[src/rtl/lane_scheduler.sv]
// Frame-rate sprite scheduler. It grants coin spawns to road lanes round-robin
// and tracks each sprite's travel time. A collection is scored when a sprite expires in the player's lane.
module lane_scheduler #(
    parameter int unsigned LANES         = 3,
    parameter int unsigned TRAVEL_FRAMES = 12,
    parameter int unsigned MIN_GAP       = 4,
    parameter int unsigned SCORE_W       = 16
) (
    input  logic               CLK100MHZ,
    input  logic               CPU_RESETN,
    input  logic               frame_tick,
    input  logic               enable,
    input  logic               clear,
    input  logic [19:0]        random,
    input  logic [1:0]         player_lane,
    output logic [LANES-1:0]   spawn,
    output logic [LANES-1:0]   busy,
    output logic               collect,
    output logic [SCORE_W-1:0] score
);

    localparam int unsigned LIFE_W = 8;
    localparam int unsigned GAP_W  = 8;
    localparam int unsigned RR_W   = 2;
    localparam int unsigned RAND_W = 20;

    logic [LIFE_W-1:0]  life_q [LANES];
    logic [LIFE_W-1:0]  life_d [LANES];
    logic [GAP_W-1:0]   gap_q, gap_d;
    logic [RR_W-1:0]    rr_q, rr_d;
    logic [SCORE_W-1:0] score_d;
    logic [LANES-1:0]   spawn_d;
    logic               collect_d;
    logic [LANES-1:0]   req_c;
    logic               found_c;
    logic [RR_W-1:0]    gidx_c;
    logic [RR_W-1:0]    cand_c;
    logic               unused_rand_c;

    // Request bits above the last lane's triple carry no meaning here.
    assign unused_rand_c = ^random[RAND_W-1:3*LANES];

    // Lane requests and round-robin pick starting at rr
    always_comb begin
        req_c   = '0;
        found_c = 1'b0;
        gidx_c  = '0;
        cand_c  = '0;
        for (int i = 0; i < int'(LANES); i++) begin
            req_c[i] = (&random[3*i +: 3]) && (life_q[i] == '0);
        end
        for (int k = 0; k < int'(LANES); k++) begin
            cand_c = RR_W'((int'(rr_q) + k) % int'(LANES));
            if (!found_c && req_c[cand_c]) begin
                found_c = 1'b1;
                gidx_c  = cand_c;
            end
        end
    end

    // Next-state: lives, expiry/score, gap and grant, all from pre-tick values
    always_comb begin
        for (int i = 0; i < int'(LANES); i++) begin
            life_d[i] = life_q[i];
        end
        gap_d     = gap_q;
        rr_d      = rr_q;
        score_d   = score;
        spawn_d   = '0;
        collect_d = 1'b0;

        if (clear) begin
            for (int i = 0; i < int'(LANES); i++) begin
                life_d[i] = '0;
            end
            gap_d   = '0;
            rr_d    = '0;
            score_d = '0;
        end else if (frame_tick) begin
            for (int i = 0; i < int'(LANES); i++) begin
                if (life_q[i] != '0) begin
                    life_d[i] = life_q[i] - LIFE_W'(1);
                end
                if ((life_q[i] == LIFE_W'(1)) && (player_lane == RR_W'(i))) begin
                    collect_d = 1'b1;
                end
            end
            if (collect_d && (score != '1)) begin
                score_d = score + SCORE_W'(1);
            end
            if (gap_q != '0) begin
                gap_d = gap_q - GAP_W'(1);
            end else if (enable && found_c) begin
                spawn_d[gidx_c] = 1'b1;
                life_d[gidx_c]  = LIFE_W'(TRAVEL_FRAMES);
                gap_d           = GAP_W'(MIN_GAP);
                rr_d            = RR_W'((int'(gidx_c) + 1) % int'(LANES));
            end
        end
    end

    always_ff @(posedge CLK100MHZ or negedge CPU_RESETN) begin
        if (!CPU_RESETN) begin
            for (int i = 0; i < int'(LANES); i++) begin
                life_q[i] <= '0;
            end
            gap_q   <= '0;
            rr_q    <= '0;
            score   <= '0;
            spawn   <= '0;
            collect <= 1'b0;
        end else begin
            for (int i = 0; i < int'(LANES); i++) begin
                life_q[i] <= life_d[i];
            end
            gap_q   <= gap_d;
            rr_q    <= rr_d;
            score   <= score_d;
            spawn   <= spawn_d;
            collect <= collect_d;
        end
    end

    // Occupancy decoded straight from the registered lives
    always_comb begin
        busy = '0;
        for (int i = 0; i < int'(LANES); i++) begin
            busy[i] = (life_q[i] != '0);
        end
    end

endmodule
[config.mk]
export PLATFORM = sky130hd
export DESIGN_NAME = lane_scheduler
export DESIGN_NICKNAME = d
export VERILOG_FILES = /design/src/rtl/lane_scheduler.sv
export SDC_FILE = /design/constraint.sdc
export NUM_CORES = 1
export LEC_CHECK = 0
export CAP_MARGIN = 0
export CORE_MARGIN = 2
export CORE_UTILIZATION = 25
export DETAILED_ROUTE_END_ITERATION = 6
export SLEW_MARGIN = 20
export SYNTH_ARGS = -nofsm -noshare
export SYNTH_HDL_FRONTEND = slang
export SYNTH_SLANG_ARGS = --single-unit
[constraint.sdc]
create_clock -name CLK100MHZ -period 2.73 [get_ports CLK100MHZ]
set_clock_uncertainty 0.05 [all_clocks]
set_input_delay 0.546 -clock CLK100MHZ [delete_from_list [all_inputs] [get_ports CLK100MHZ]]
set_output_delay 0.546 -clock CLK100MHZ [all_outputs]
set_load 0.01 [all_outputs]
==> results of run 1 <==
## how the worst max path moves through the flow
stage | endpoint | cells past startpoint
final | life_q[5]$_DFFE_PN0P_ | 11
after global routing | life_q[8]$_DFFE_PN0P_ | 12
after detailed placement | life_q[5]$_DFFE_PN0P_ | 14
after global placement | life_q[20]$_DFFE_PN0P_ | 11
after floorplan | life_q[20]$_DFFE_PN0P_ | 12
after CTS | life_q[5]$_DFFE_PN0P_ | 14
## state kept, by name, indices dropped and copies added, names as in the netlist
register,flops
spawn,3
collect,1
gap_q,8
rr_q,2
life_q,24
score,16
## stage by stage
stage | power [mW] | cell area [um2] | utilization, % | cells
after floorplan | 2.70 | 3470 | - | 380
after global placement | 3.63 | 4410 | 33.2 | 637
after detailed placement | 3.70 | 4410 | 33.2 | 637
after CTS | 4.53 | 4730 | 35.6 | 651
after global routing | 5.05 | 4890 | 36.8 | 659
final | 4.68 | 4890 | 36.8 | 659
## cells by family after synthesis
logic type	after synthesis
buf+inv	36
xor+xnor	14
flops	54
fa+ha+maj	15
compound gates	78
mux	4
simple gates	179
## power breakdown
part           switching, mW  leakage (nW)  internal (mW)
sequential             0.166         0.734           1.01
combinational           1.45          1.26           1.37
clock                  0.316        0.0770          0.370
total                   1.93          2.07           2.74
## layer usage
| layer | vias to the layer above | global-route usage [%] | routed length [um] |
|---|---|---|---|
| met5 | - | 0 | 0 |
| met4 | 0 | 3.27 | 83 |
| met3 | 7 | 2.31 | 275 |
| met2 | 50 | 22.5 | 4600 |
| met1 | 1565 | 16.9 | 4230 |
| li1 | 1570 | - | - |
## repair_timing
item,in CTS,in global routing
pin swaps,10,17
endpoints found under the setup margin,28,28
buffers inserted,6,8
resized for setup,33,22
## cell usage after synthesis (4+ instances only)
cell type | count | area share (%)
sky130_fd_sc_hd__nor3_2 | 10 | 2.9
sky130_fd_sc_hd__nand2_1 | 38 | 4.2
sky130_fd_sc_hd__nor3_1 | 17 | 2.5
sky130_fd_sc_hd__nand2b_1 | 5 | 0.92
sky130_fd_sc_hd__a21oi_1 | 21 | 3.1
sky130_fd_sc_hd__or3_1 | 6 | 1.1
sky130_fd_sc_hd__a311o_1 | 4 | 1.2
sky130_fd_sc_hd__inv_1 | 20 | 2.2
sky130_fd_sc_hd__dfrtp_1 | 54 | 40
sky130_fd_sc_hd__a21o_1 | 6 | 1.3
sky130_fd_sc_hd__a31oi_1 | 4 | 0.73
sky130_fd_sc_hd__and4_1 | 5 | 1.3
sky130_fd_sc_hd__ha_1 | 14 | 5.1
sky130_fd_sc_hd__nand3_1 | 11 | 1.6
sky130_fd_sc_hd__and2_1 | 4 | 0.73
sky130_fd_sc_hd__o21ai_0 | 14 | 2.1
sky130_fd_sc_hd__nor4_1 | 6 | 1.1
sky130_fd_sc_hd__xnor2_1 | 12 | 3.1
sky130_fd_sc_hd__nand4_1 | 5 | 0.92
sky130_fd_sc_hd__nor2b_1 | 4 | 0.73
sky130_fd_sc_hd__nor2_1 | 47 | 5.2
sky130_fd_sc_hd__clkbuf_1 | 12 | 1.3
sky130_fd_sc_hd__mux2i_1 | 4 | 1.2
## worst reg2reg max path, cell delays in order (launching register included)
cell and delay, ps:
sky130_fd_sc_hd__dfrtp_1 400, sky130_fd_sc_hd__or4_1 550, sky130_fd_sc_hd__or3_4 420, sky130_fd_sc_hd__o2111ai_4 250
sky130_fd_sc_hd__buf_6 160, sky130_fd_sc_hd__inv_4 40, sky130_fd_sc_hd__ha_4 150, sky130_fd_sc_hd__nand2_4 60
sky130_fd_sc_hd__nor3_4 50, sky130_fd_sc_hd__buf_6 150, sky130_fd_sc_hd__nor4_4 270, sky130_fd_sc_hd__o21a_1 150
## final cells by class
cell class | count | area [um2] | share of cell area (%)
repair buffers | 111 | 940 | 19.2
multi-input cells | 290 | 2150 | 43.9
inverters | 20 | 77.6 | 1.59
well taps | 176 | 220 | 4.50
clock inverters | 2 | 17.5 | 0.358
flip-flops and latches | 54 | 1350 | 27.6
clock buffers | 6 | 139 | 2.84
==> reports/results.md, run 1 <==
| Metric | Value | Unit |
|---|---|---|
| Run status | complete, but fails checks | - |
| Violated checks | setup timing | - |
| IR Drop Worst-Case VDD | 0.310 | mV |
| Number of remaining DRC errors | 0 | - |
| Cell count after synthesis | 380 | - |
| Basic-gate share of the synthesized area counting and, or, nand and nor cells | 28.9 | % |
| Pin count of the biggest net entering global routing | 55 | - |
| Highest fanout seen on the critical path | 4 | - |
| Normalized max-slew margin | 51.0 | % |
| Synthesized area | 3410 | um2 |
| Number of filler instances in the final layout | 1345 | - |
| Global route overflow | 0 | - |
| First-pass GRT wire length | 15400 | um |
| Sum of buffers and inverters on the critical path | 3 | - |
| Number of max-slew violations in the final report | 0 | - |
| Max capacitance violation total | 0 | - |
| Worst setup SP type | flop | - |
| Most frequent cells in the layout | sky130_fd_sc_hd__buf_4, sky130_fd_sc_hd__dfrtp_1, sky130_fd_sc_hd__nor2_1 | - |
| Number of nets produced by synthesis | 421 | - |
| Average cell area after synthesis | 8.98 | um2 |
| Number of vias per cell | 4.84 | - |
| Share of cell area taken by muxes after synthesis | 1.17 | % |
| Starting DRT DRC Count | 161 | - |
| Syn. warnings | 0 | - |
| Post-detailed-routing wire length | 9190 | um |
| Diode count | 0 | - |
| Final number of hold-violating endpoints | 0 | - |
| Die area | 14600 | um2 |
| Number of cell rows | 42 | - |
| Maximum frequency from static timing analysis | 362 | MHz |
| Dominant synthesized flop cell | sky130_fd_sc_hd__dfrtp_1 | - |
| Post-synthesis share of cell area spent on full adders, half adders and majority gates | 5.43 | % |
| Class of the most critical hold timing path | in2async | - |
| Antenna violations before repair | 0 | - |
| Clock tree from TritonCTS | done | - |
| Synth Area in XOR/XNOR | 3.59 | % |
| Number of flip-flops and latches in the synthesized netlist | 54 | - |
| Count of flip-flops with a built-in enable after synthesis | 0 | - |
| Final critical-path share of the clock period | 101 | % |
| Final weighted congestion in routability-driven placement | 0.820 | - |
| Boundary pin count | 50 | - |
| Most common cell after layout, fill and taps aside | sky130_fd_sc_hd__buf_4 | - |
| Chip height | 121 | um |
| Library cell contributing the largest single delay on the critical path | sky130_fd_sc_hd__or4_1 | - |
| Kind of capture point of the worst setup path | flop | - |
| PD cells | 956 | nW/um2 |
| Number of H-tree levels | 2 | - |
| Worst Max-Slew Pin Slew | 735 | ps |
| Worst endpoint data arrival time | 2950 | ps |
| Root cell of the clock tree | sky130_fd_sc_hd__clkbuf_16 | - |
| Worst R2R Start | life_q[12]$_DFFE_PN0P_ | - |
| Required time worst endpoint | 2920 | ps |
| Area added between synthesis and finish | 43.3 | % |
| Setup repair after global routing missed its margin | true | - |
| Crit path max-delay family | simple AND/OR/NAND/NOR gates | - |
| Number of clock buffers inserted by TritonCTS | 5 | - |
| Worst hold-check slack | 331 | ps |
| Worst-skew pair later-pin latency | 300 | ps |
| Reg-to-reg critical path endpoint | life_q[5]$_DFFE_PN0P_ | - |
| Depth of the worst register-to-register path | 11 | - |
| Classification of the worst setup path | reg2reg | - |
| Hold Buf Count CTS | 0 | - |
| Port Buffers | 38 | - |
| Layout cells sized above 1 | 29.8 | % |
| LEAKAGE | 2.07 | nW |
| First drt pass iteration count | 4 | - |
| # nets final | 523 | - |
| Main combinational cell family by area after synthesis | simple AND/OR/NAND/NOR gates | - |
| Total setup violations reported at the end of the flow | 5 | - |
| ANT nets after route | 0 | - |
| Crit-path cells | or4_1, or3_4, o2111ai_4, buf_6, inv_4, ha_4, nand2_4, nor3_4, buf_6, nor4_4, o21a_1 | - |
| Initial Util | 25.7 | % |
| Number of distinct library cell variants in the gate-level netlist after synthesis | 59 | - |
| Sinks on the clock net | 54 | - |
| Wire per inst | 13.9 | um |
| Setup WS pre-CTS | -514 | ps |
| Post-route setup slack | -32.6 | ps |
| Total core area | 13300 | um2 |
| Total global routing track utilization | 13.1 | % |
| Critical Path Most Common Cell | sky130_fd_sc_hd__buf_6 | - |
| Total Negative Setup Slacks | -70.4 | ps |
| HPWL reported at the end of detailed placement | 6470 | um |
| Delay contributed by the slowest stage of the critical path | 550 | ps |
| Routed vias | 3192 | - |
| Number of global-route vias before repair | 3277 | - |
| Synth Area in Compound Gates | 16.7 | % |
| Clock Pin Slew Worst Setup and Hold Paths | 70 | ps |
| Maximum buffer depth of the clock tree | 2 | - |
| Reg-to-reg slack, setup | -30 | ps |
| Worst setup path start | life_q[12]$_DFFE_PN0P_ | - |
| Die X-Extent | 121 | um |
| Part of the Yosys area used for sequential elements | 39.6 | % |
| Shortest clock period the worst path allows after layout | 2760 | ps |
| Fraction of registers with async set or reset after synthesis | 100 | % |
Note: power is estimated with default switching activity, not from simulation.
==> run 2, diff against run 1 <==
--- a/config.mk
+++ b/config.mk
@@ -6,8 +6,10 @@
 export NUM_CORES = 1
 export LEC_CHECK = 0
 export CAP_MARGIN = 0
+export CORE_ASPECT_RATIO = 1.25
 export CORE_MARGIN = 2
 export CORE_UTILIZATION = 25
+export CTS_CLUSTER_SIZE = 8
 export DETAILED_ROUTE_END_ITERATION = 6
 export SLEW_MARGIN = 20
 export SYNTH_ARGS = -nofsm -noshare
==> run 2 against run 1 <==
The flow still finishes with violations (setup timing). Maximum frequency shrank 0.69%. Via count is 0.85% lower. Final area increased by 2.7%. Power grew 5.7%. Worst setup slack worse by 19 ps. Critical path type unchanged. Largest cell class unchanged.
==> reports/results.md, run 2 (synthesis gave the netlist of run 1 again) <==
| Metric | Value | Unit |
|---|---|---|
| Number of max-slew violations in the final report | 0 | - |
| Maximum buffer depth of the clock tree | 2 | - |
| Total global routing track utilization | 12.8 | % |
| Register with the most flip-flops | life_q | - |
| PD cells | 983 | nW/um2 |
| Diode count | 0 | - |
| Max reg flops | 24 | - |
| Area of all placed cells without fillers | 5020 | um2 |
| Sw Pwr | 1.96 | mW |
| Maximum frequency from static timing analysis | 360 | MHz |
| Worst-skew pair later-pin latency | 290 | ps |
| Number of H-tree levels | 2 | - |
| Worst Max-Slew Pin Slew | 717 | ps |
| Port Buffers | 38 | - |
| Combinational power share | 59.2 | % |
| LEAKAGE | 2.15 | nW |
| Number of vias per cell | 4.85 | - |
| Root cell of the clock tree | sky130_fd_sc_hd__clkbuf_16 | - |
| Area added between synthesis and finish | 47.3 | % |
| Final critical-path share of the clock period | 102 | % |
| Post-route setup slack | -51.6 | ps |
| Normalized max-slew margin | 52.2 | % |
| Violated checks | setup timing | - |
| Global route overflow | 0 | - |
| Worst setup SP type | flop | - |
| Number of global-route vias before repair | 3163 | - |
| Kind of capture point of the worst setup path | flop | - |
| Die area | 14600 | um2 |
| First-pass GRT wire length | 15000 | um |
| Classification of the worst setup path | reg2reg | - |
| Sinks on the clock net | 54 | - |
| ANT nets after route | 0 | - |
| Starting DRT DRC Count | 132 | - |
| Antenna violations before repair | 0 | - |
| Die X-Extent | 108 | um |
| Layout cells sized above 1 | 30.8 | % |
| IR Drop Worst-Case VDD | 0.401 | mV |
| HPWL reported at the end of detailed placement | 6520 | um |
| Number of cell rows | 47 | - |
| Post-layout instance count excluding filler cells | 652 | - |
| Setup repair after global routing missed its margin | true | - |
| Clock tree from TritonCTS | done | - |
| Pin count of the biggest net entering global routing | 55 | - |
| Number of clock buffers inserted by TritonCTS | 5 | - |
| Clock Pin Slew Worst Setup and Hold Paths | 70 | ps |
| Max capacitance violation total | 0 | - |
| Clock Power Share | 17.0 | % |
| Inst Count DP | 634 | - |
| Shortest clock period the worst path allows after layout | 2780 | ps |
| Share of power burned in registers | 23.7 | % |
| First drt pass iteration count | 4 | - |
| Biggest registers after layout | life_q: 24 flops, score: 16 flops, gap_q: 8 flops | - |
| Worst endpoint data arrival time | 2910 | ps |
| Placed inst area | 4450 | um2 |
| Total setup violations reported at the end of the flow | 3 | - |
| Initial Util | 25.7 | % |
| Internal Pwr Total | 2.98 | mW |
| Total core area | 13300 | um2 |
| Post-detailed-routing wire length | 9270 | um |
| Switching portion of total power | 39.8 | % |
| Boundary pin count | 50 | - |
| Routed vias | 3165 | - |
| Wire per inst | 14.2 | um |
| Class of the most critical hold timing path | in2async | - |
| Chip height | 135 | um |
| Most common cell after layout, fill and taps aside | sky130_fd_sc_hd__buf_4 | - |
| Most frequent cells in the layout | sky130_fd_sc_hd__buf_4, sky130_fd_sc_hd__dfrtp_1, sky130_fd_sc_hd__nor2_1 | - |
| Final number of hold-violating endpoints | 0 | - |
| Hold Buf Count CTS | 0 | - |
| Required time worst endpoint | 2860 | ps |
| Run status | complete, but fails checks | - |
| Number of remaining DRC errors | 0 | - |
| Final weighted congestion in routability-driven placement | 0.803 | - |
| # nets final | 521 | - |
| Highest fanout seen on the critical path | 4 | - |
run 2: changes by cell type in the layout (fill, tap and decap cells not counted), sizes merged:
cell          change
bufinv            +2
dlygate4sd2       +1
dlymetal6s2s      -1
buf               -2
clkinv            -2
run 2: layer usage:
layer  routed length [um]  global-route usage [%]  up-vias
met3                  360                    2.46       20
met4                  258                    4.49        0
met2                 4650                    22.0       68
li1                     -                       -     1566
met5                    0                       0        -
met1                 4000                    15.7     1511
run 2: worst paths after layout:
path	slack, ps	startpoint	depth (start not counted)	end
worst max-delay path	-50	life_q[9]$_DFFE_PN0P_	13	life_q[8]$_DFFE_PN0P_
worst min-delay path	340	CPU_RESETN	2	score[0]$_DFFE_PN0P_
worst max register to register	-50	life_q[9]$_DFFE_PN0P_	13	life_q[8]$_DFFE_PN0P_
worst min register to register	500	life_q[6]$_DFFE_PN0P_	1	life_q[6]$_DFFE_PN0P_
max in group asynchronous	1820	CPU_RESETN	2	life_q[12]$_DFFE_PN0P_
min in group CLK100MHZ	500	life_q[6]$_DFFE_PN0P_	1	life_q[6]$_DFFE_PN0P_
run 2: area by class of cell:
class                           instances  area [um2]
Clock inverter                          2        60.1
Tap cell                              171         214
Timing Repair Buffer                  109         957
Inverter                               20        77.6
Multi-Input combinational cell        290        2230
Fill cell                            1364        8270
Clock buffer                            6         139
Sequential cell                        54        1350
run 2: critical path, cell delays in order (launching register included):
cell and delay, ps:
sky130_fd_sc_hd__dfrtp_1 390, sky130_fd_sc_hd__inv_2 90, sky130_fd_sc_hd__ha_4 130, sky130_fd_sc_hd__or3b_4 380, sky130_fd_sc_hd__or3_4 370, sky130_fd_sc_hd__a21oi_2 120
sky130_fd_sc_hd__o21a_1 160, sky130_fd_sc_hd__buf_4 130, sky130_fd_sc_hd__ha_4 140, sky130_fd_sc_hd__buf_4 100, sky130_fd_sc_hd__nand2_1 40, sky130_fd_sc_hd__or3_4 370
sky130_fd_sc_hd__a2bb2oi_2 150, sky130_fd_sc_hd__nor2_1 50
run 2: through the flow:
| stage | TNS (ps) | util [%] | setup slack [ps] | hold WS [ps] | total power, mW |
|---|---|---|---|---|---|
| global route | -1740 | 37.8 | -153 | 405 | 5.32 |
| detailed placement | -11820 | 33.5 | -495 | 483 | 3.76 |
| finish | -101 | 37.8 | -51.6 | 341 | 4.94 |
| floorplan | -281 | - | -62.9 | 200 | 2.70 |
| global placement | -10130 | 33.5 | -440 | 477 | 3.69 |
| CTS | -88.6 | 36.2 | -44.9 | 368 | 4.72 |
run 2: power groups by stage:
| stage | sequential, mW | clock, mW | combinational (mW) |
|---|---|---|---|
| 5_1_grt | 1.21 | 0.894 | 3.22 |
| 3_3_place_gp | 1.17 | 0 | 2.52 |
| 3_5_place_dp | 1.17 | 0 | 2.59 |
| 2_1_floorplan | 1.19 | 0 | 1.50 |
| 4_1_cts | 1.16 | 0.860 | 2.70 |
| 6_report | 1.17 | 0.842 | 2.93 |
run 2: what timing repair did:
item	CTS	global route
resized for setup	34	38
buffers inserted	4	6
pin swaps	13	15
endpoints found under the setup margin	24	40
